### config.mk
export PLATFORM = sky130hd
export DESIGN_NAME = ex_dm_stage_buffer
export DESIGN_NICKNAME = d
export VERILOG_FILES = /design/src/rtl/ex_dm_stage_buffer.sv
export SDC_FILE = /design/constraint.sdc
export NUM_CORES = 1
export LEC_CHECK = 0
export ABC_AREA = 1
export CAP_MARGIN = 20
export CORE_MARGIN = 5
export CORE_UTILIZATION = 41
export DETAILED_ROUTE_END_ITERATION = 8
export DONT_BUFFER_PORTS = 1
export PLACE_DENSITY = 0.63
export SKIP_CTS_REPAIR_TIMING = 1
export SYNTH_ARGS = -nofsm -noshare
export SYNTH_HDL_FRONTEND = slang
export SYNTH_SLANG_ARGS = --single-unit
export TNS_END_PERCENT = 5
### constraint.sdc
create_clock -name clk -period 9.6 [get_ports clk]
set_input_delay 1.44 -clock clk [delete_from_list [all_inputs] [get_ports clk]]
set_output_delay 1.44 -clock clk [all_outputs]
set_load 0.01 [all_outputs]
### src/rtl/ex_dm_stage_buffer.sv
// Elastic EX/DM stage: valid/ready handshake, optional 2-entry skid buffer,
// synchronous flush and global enable. Control is masked whenever the stage holds no entry.
module ex_dm_stage_buffer #(
  parameter int                DATA_W     = 32,
  parameter int                CTRL_W     = 16,
  parameter logic [CTRL_W-1:0] CTRL_RESET = '0,
  parameter bit                SKID       = 1'b1
) (
  input  logic              clk,
  input  logic              reset,
  input  logic              enable,
  input  logic              flush,
  input  logic              in_valid,
  output logic              in_ready,
  input  logic [DATA_W-1:0] in_data,
  input  logic [CTRL_W-1:0] in_ctrl,
  output logic              out_valid,
  input  logic              out_ready,
  output logic [DATA_W-1:0] out_data,
  output logic [CTRL_W-1:0] out_ctrl,
  output logic [1:0]        occupancy
);

  typedef enum logic [1:0] {EMPTY, BUSY, FULL} state_e;

  state_e            state_q, state_d;
  logic [DATA_W-1:0] main_data_q, main_data_d, skid_data_q, skid_data_d;
  logic [CTRL_W-1:0] main_ctrl_q, main_ctrl_d, skid_ctrl_q, skid_ctrl_d;
  logic              main_valid, skid_valid, in_fire, out_fire;

  assign main_valid = (state_q != EMPTY);
  assign skid_valid = (state_q == FULL);

  // SKID=1 keeps out_ready off the in_ready path; SKID=0 trades that for one entry.
  generate
    if (SKID) begin : g_skid
      assign in_ready = enable & ~skid_valid;
    end else begin : g_noskid
      assign in_ready = enable & (~main_valid | out_ready);
    end
  endgenerate

  assign out_valid = main_valid & enable;
  assign out_data  = main_data_q;
  assign out_ctrl  = out_valid ? main_ctrl_q : CTRL_RESET;
  assign in_fire   = in_valid & in_ready;
  assign out_fire  = out_valid & out_ready;

  always_comb begin
    occupancy = 2'd0;
    case (state_q)
      BUSY:    occupancy = 2'd1;
      FULL:    occupancy = 2'd2;
      default: occupancy = 2'd0;
    endcase
  end

  always_comb begin
    state_d     = state_q;
    main_data_d = main_data_q;
    main_ctrl_d = main_ctrl_q;
    skid_data_d = skid_data_q;
    skid_ctrl_d = skid_ctrl_q;
    if (flush) begin
      // Payload registers keep stale contents; the ctrl mask hides them.
      state_d = EMPTY;
    end else begin
      case (state_q)
        EMPTY: begin
          if (in_fire) begin
            state_d     = BUSY;
            main_data_d = in_data;
            main_ctrl_d = in_ctrl;
          end
        end
        BUSY: begin
          if (in_fire && out_fire) begin
            main_data_d = in_data;
            main_ctrl_d = in_ctrl;
          end else if (in_fire && SKID) begin
            state_d     = FULL;
            skid_data_d = in_data;
            skid_ctrl_d = in_ctrl;
          end else if (out_fire) begin
            state_d = EMPTY;
          end
        end
        FULL: begin
          if (out_fire) begin
            state_d     = BUSY;
            main_data_d = skid_data_q;
            main_ctrl_d = skid_ctrl_q;
          end
        end
        default: state_d = EMPTY;
      endcase
    end
  end

  always_ff @(posedge clk or posedge reset) begin
    if (reset) begin
      state_q     <= EMPTY;
      main_data_q <= '0;
      main_ctrl_q <= CTRL_RESET;
      skid_data_q <= '0;
      skid_ctrl_q <= CTRL_RESET;
    end else begin
      state_q     <= state_d;
      main_data_q <= main_data_d;
      main_ctrl_q <= main_ctrl_d;
      skid_data_q <= skid_data_d;
      skid_ctrl_q <= skid_ctrl_d;
    end
  end

endmodule
# [Yosys cells after proc, flatten, opt, wreduce, memory -nomap -nowiden]
# Cells that the tools add are included.
[totals] n_memories=0 ramBits=0 input_bits=54 mem_bits_ro=0 latch_bits=0 ff_bits=98 wordCells=45
[op_classes] n_lt_le_gt_ge=0 eq_ne=9 n_div=0 shifts=0 mul=0 add_sub_neg=0 mux=17 bitwise=7 reduce_logical=7
[ops] operator="$mux 32" count=3
[ops] operator="$pmux 32 s3" count=1
[ops] operator="$mux 16" count=4
[ops] operator="$pmux 16 s3" count=1
[ops] operator="$mux 2" count=6
[ops] operator="$reduce_and 4->1" count=2
[ops] operator="$ne 3x3->1 const B" count=2
[ops] operator="$pmux 2 s3" count=1
[ops] operator="$reduce_and 5->1" count=1
[ops] operator="$and 1x1->1" count=4
[ops] operator="$ne 2x2->1 const B" count=2
[ops] operator="$ne 4x4->1 const B" count=1
[ops] operator="$pmux 2 s2" count=1
[ops] operator="$ne 3x2->1 const B" count=1
[ops] operator="$not 1->1" count=3
[ops] operator="$reduce_bool 3->1" count=1
[ops] operator="$eq 2x1->1 const B" count=1
[ops] operator="$eq 2x2->1 const B" count=1
[ops] operator="$logic_not 2->1" count=1
[ops] operator="$ne 2x1->1 const B" count=1
[ops] operator="$reduce_bool 2->1" count=1
[ops] operator="$logic_and 1x1->1" count=1

# [Logic depth before layout (Yosys ltp)]
[depth] ltp_word=8 depth_mapped=11

# [Worst setup path before layout]
# OpenSTA, ideal clock, no wires.
[synth_path] path_kind="input -> output" from="input port enable" to="output port out_valid" path_stages=3 t_required_ps=8160 setup_slack_ps=6156 n_path_buf=1 arrival_time_ps=2004 path_cell_list="nand2_1 > clkbuf_1 > inv_1"
[synth_between] elab_chain_len=1
[synth_rtl] element="from (decl)" line_no="11" text="input logic enable,"
[synth_rtl] element="$and 1x1->1" line_no="43" text="assign out_valid = main_valid & enable;"
[synth_rtl] element="to (decl)" line_no="17" text="output logic out_valid,"
# No other way between the ends.

# [Final worst setup path]
[layout_path] from="input port enable" to="output port out_ctrl[15]"
[layout_between] elab_chain_len=2
[layout_rtl] element="$and 1x1->1" line_no="43"
[layout_rtl] element="$mux 16" line_no="45" text="assign out_ctrl = out_valid ? main_ctrl_q : CTRL_RESET;"
[layout_rtl] element="to (decl)" line_no="20" text="output logic [CTRL_W-1:0] out_ctrl,"
# No other way between the ends.

==> results.md <==
| Quantity | Value | Unit |
|---|---|---|
| Cell family with most CP delay | simple AND/OR/NAND/NOR gates | - |
| CTS tree | done | - |
| Unrepaired setup endpoints after global routing | no | - |
| Switching power total | 355.8 | uW |
| Smallest setup slack after layout | 6.032 | ns |
| CTS Root Buffer Type | sky130_fd_sc_hd__clkbuf_8 | - |
| Top Ports | 106 | - |
| Number of DRC violations after detailed routing | 0 | - |
| Placeable core region | 10840 | um^2 |
| Status | finished clean | - |
| Iteration-0 DRC count of the detailed router | 289 | - |
| Number of antenna violations at the first check in global routing | 0 | - |
| ANT nets after route | 0 | - |
| Fin crit share | 37.17 | % |
| Largest fanout of any net on the critical path | 17 | - |
| Inserted Diodes | 0 | - |
| Count of TritonRoute iterations in the first routing pass | 4 | - |
| Synthesized area | 4526 | um^2 |
| Pre-CTS worst setup slack | 5.596 | ns |
| Number of flip-flops and latches in the synthesized netlist | 98 | - |
| Total nets after synthesis | 636 | - |
| Combinational Power Share | 17.8 | % |
| Global-route wire length before repair | 17170 | um |
| CP startpoint kind | input pin | - |
| Ys async rst share | 100.0 | % |
| Number of cells traversed by the worst hold path | 2 | - |
| Cells along the critical path | nand2_1, nor2_1 | - |
| Buffer depth of the longest clock path | 2 | - |
| Worst slew margin relative to its limit | 36.68 | % |
| GR Util All Layers | 16.39 | % |
| Final standard cell utilization of the core | 44.30 | % |
| Cells after synthesis | 582 | - |
| Yosys cell types | 18 | - |
| Worst VDD drop | 0.00007980 | V |
| Standard cell with the maximum stage delay on the critical path | sky130_fd_sc_hd__nor2_1 | - |
| Num Clock Sinks | 98 | - |
| Effective utilization at floorplan | 41.75 | % |
| Clk slew on worst S/H paths | 0.09 | ns |
| Transition time at the pin with the least slew margin | 0.9465 | ns |
| Vias in the first global route | 3380 | - |
| Sum of net half-perimeters after detailed placement | 6675 | um |
| Final-report setup violation count | 0 | - |
| Switching power share of the total | 32.25 | % |
| Cell leakage power | 2.591 | nW |
| Clock power frac | 24.5 | % |
| Synthesis warning total | 0 | - |
| Die footprint | 13240 | um^2 |
| Depth of the most critical reg-to-reg path | 10 | - |
| Number of synthesized flops with an enable pin | 0 | - |
| Total Routed Length | 10320 | um |
| Type of element capturing the critical path | output pin | - |
| Count of final max-slew check failures | 0 | - |
| Sequential Power Share | 57.7 | % |
| Routability-driven placement congestion ratio | 0.7854 | - |
| Start-to-end type of the worst setup path | input pin to output pin | - |
| Cell Pwr Density | 229.7 | nW/um^2 |
| Mean Syn Cell Area | 7.776 | um^2 |
| Clock buffers created by TritonCTS | 9 | - |
| Worst-case register-to-register setup slack | 6.12 | ns |
| Path class of the lowest-slack min-delay path | flip-flop to flip-flop | - |
| Critical path buffers and inverters | 0 | - |
| # Max-Cap Violations | 0 | - |
| Via count normalized by instance count | 4.877 | - |
| Syn-to-layout area delta | 6.110 | % |
| Largest net degree at the start of global routing | 98 | - |
| Level count of the clock H-tree | 3 | - |
| Net count, final | 615 | - |
| Sequential share of the synthesized area | 54.19 | % |
| Horiz. Die Dim | 115.1 | um |
| Post-detailed-route wirelength per cell | 14.61 | um |
| Critical path data arrival time | 2.13 | ns |
| Vertical die dimension | 115.1 | um |
| Clk_lat worst skew | 0.36 | ns |
| Rows | 38 | - |
| Aggregate global routing overflow | 0 | - |
| Internal power summed over all cells | 747.5 | uW |
| Routed via count | 3443 | - |
| Required time worst endpoint | 8.16 | ns |
| Clock skew after layout | 0.007460 | ns |
| Logic depth of the worst path, buffers included | 2 | - |
| Largest stage delay on the critical path | 0.38 | ns |
| Main flop type after synthesis | sky130_fd_sc_hd__dfrtp_1 | - |
| Number of buffers inserted by port buffering | 0 | - |
| Number of hold violations in the final report | 0 | - |
| Fin crit period | 3.568 | ns |
| Fin Setup TNS | 0 | ns |
| Share of cells above drive strength 1 | 5.124 | % |
| Highest attainable clock frequency | 280.2 | MHz |
-- cells in the mapped netlist (2+ instances only) --
cell type | instances | area [um^2]
sky130_fd_sc_hd__a21oi_1 | 33 | 165.2
sky130_fd_sc_hd__nor2_1 | 51 | 191.4
sky130_fd_sc_hd__buf_2 | 11 | 55.05
sky130_fd_sc_hd__nand2_1 | 172 | 645.6
sky130_fd_sc_hd__dfrtp_1 | 98 | 2452
sky130_fd_sc_hd__inv_1 | 69 | 259.0
sky130_fd_sc_hd__nand3_1 | 48 | 240.2
sky130_fd_sc_hd__inv_2 | 4 | 15.01
sky130_fd_sc_hd__nand3_2 | 3 | 30.03
sky130_fd_sc_hd__buf_4 | 2 | 15.01
sky130_fd_sc_hd__buf_6 | 3 | 33.78
sky130_fd_sc_hd__clkbuf_1 | 20 | 75.07
sky130_fd_sc_hd__o21ai_0 | 63 | 315.3
-- power by group through the flow --
stage | logic (mW) | registers, mW | clock network, mW
floorplan | 0.166 | 0.619 | 0
global placement | 0.186 | 0.644 | 0
global route | 0.239 | 0.652 | 0.300
finish | 0.196 | 0.636 | 0.271
detailed placement | 0.199 | 0.647 | 0
CTS | 0.198 | 0.639 | 0.281
-- worst min-delay path, delay by kind of cell, from the launching register on --
family / cells / cell delay [ns]
flops: 1 / 0.35
simple gates: 2 / 0.10
-- metrics by stage --
stage | total power, mW | std cells | instance area, um^2 | hold slack (ns)
final | 1.103 | 706 | 4802 | 0.4784
after global routing | 1.191 | 706 | 4802 | 0.5028
after CTS | 1.119 | 704 | 4755 | 0.4817
after detailed placement | 0.8451 | 688 | 4557 | 0.4600
after global placement | 0.8301 | 688 | 4557 | 0.4563
after floorplan | 0.7845 | 582 | 4526 | 0.4419
-- sequential cells by signal, indices dropped and copies added (netlist names) --
name,flops
skid_ctrl_q,16
main_ctrl_q,16
state_q,2
skid_data_q,32
out_data,32
-- layout make-up --
class | instances | area (um^2)
multi-input cells | 375 | 1638
clock inverters | 2 | 35.03
fillers | 1080 | 6038
well taps | 140 | 175.2
inverters | 73 | 276.5
flip-flops and latches | 98 | 2452
clock buffers | 14 | 162.7
repair buffers | 4 | 62.56
-- final timing paths --
kind | start | to
setup / recovery | enable | out_ctrl[15]
hold / removal | main_ctrl_q[10]$_DFFE_PP0P_ | main_ctrl_q[10]$_DFFE_PP0P_
setup reg to reg | state_q[0]$_DFFE_PP0P_ | main_ctrl_q[8]$_DFFE_PP0P_
hold reg to reg | main_ctrl_q[10]$_DFFE_PP0P_ | main_ctrl_q[10]$_DFFE_PP0P_
max in group asynchronous | reset | out_data[18]$_DFFE_PP0P_
min in group asynchronous | reset | skid_ctrl_q[1]$_DFFE_PP0P_
-- metal layers --
metal	vias up	GRT usage (%)	part of all wire, %
li1	1760	-	-
met3	9	6.579	10
met2	98	25.04	46
met4	0	5.008	1.0
met1	1576	21.50	43
met5	-	0	0
-- cells in the final DEF (no fill, tap or decap), drive strengths merged --
master,n
nor3,1
o31ai,1
nand3,51
inv,73
a21boi,1
clkinv,1
nor2,52
nand2,173
clkbuf,14
buf,4
a21oi,33
bufinv,1
dfrtp,98
o21ai,63
-- kinds of logic (layout without fill, tap and decap cells) --
logic type | after synthesis | in the layout | share of synthesized area, %
compound gates | 98 | 98 | 10.95
buf+inv | 109 | 93 | 10.01
flops | 98 | 98 | 54.19
simple gates | 277 | 277 | 24.85
No activity file was read; power rests on OpenSTA's default activity.
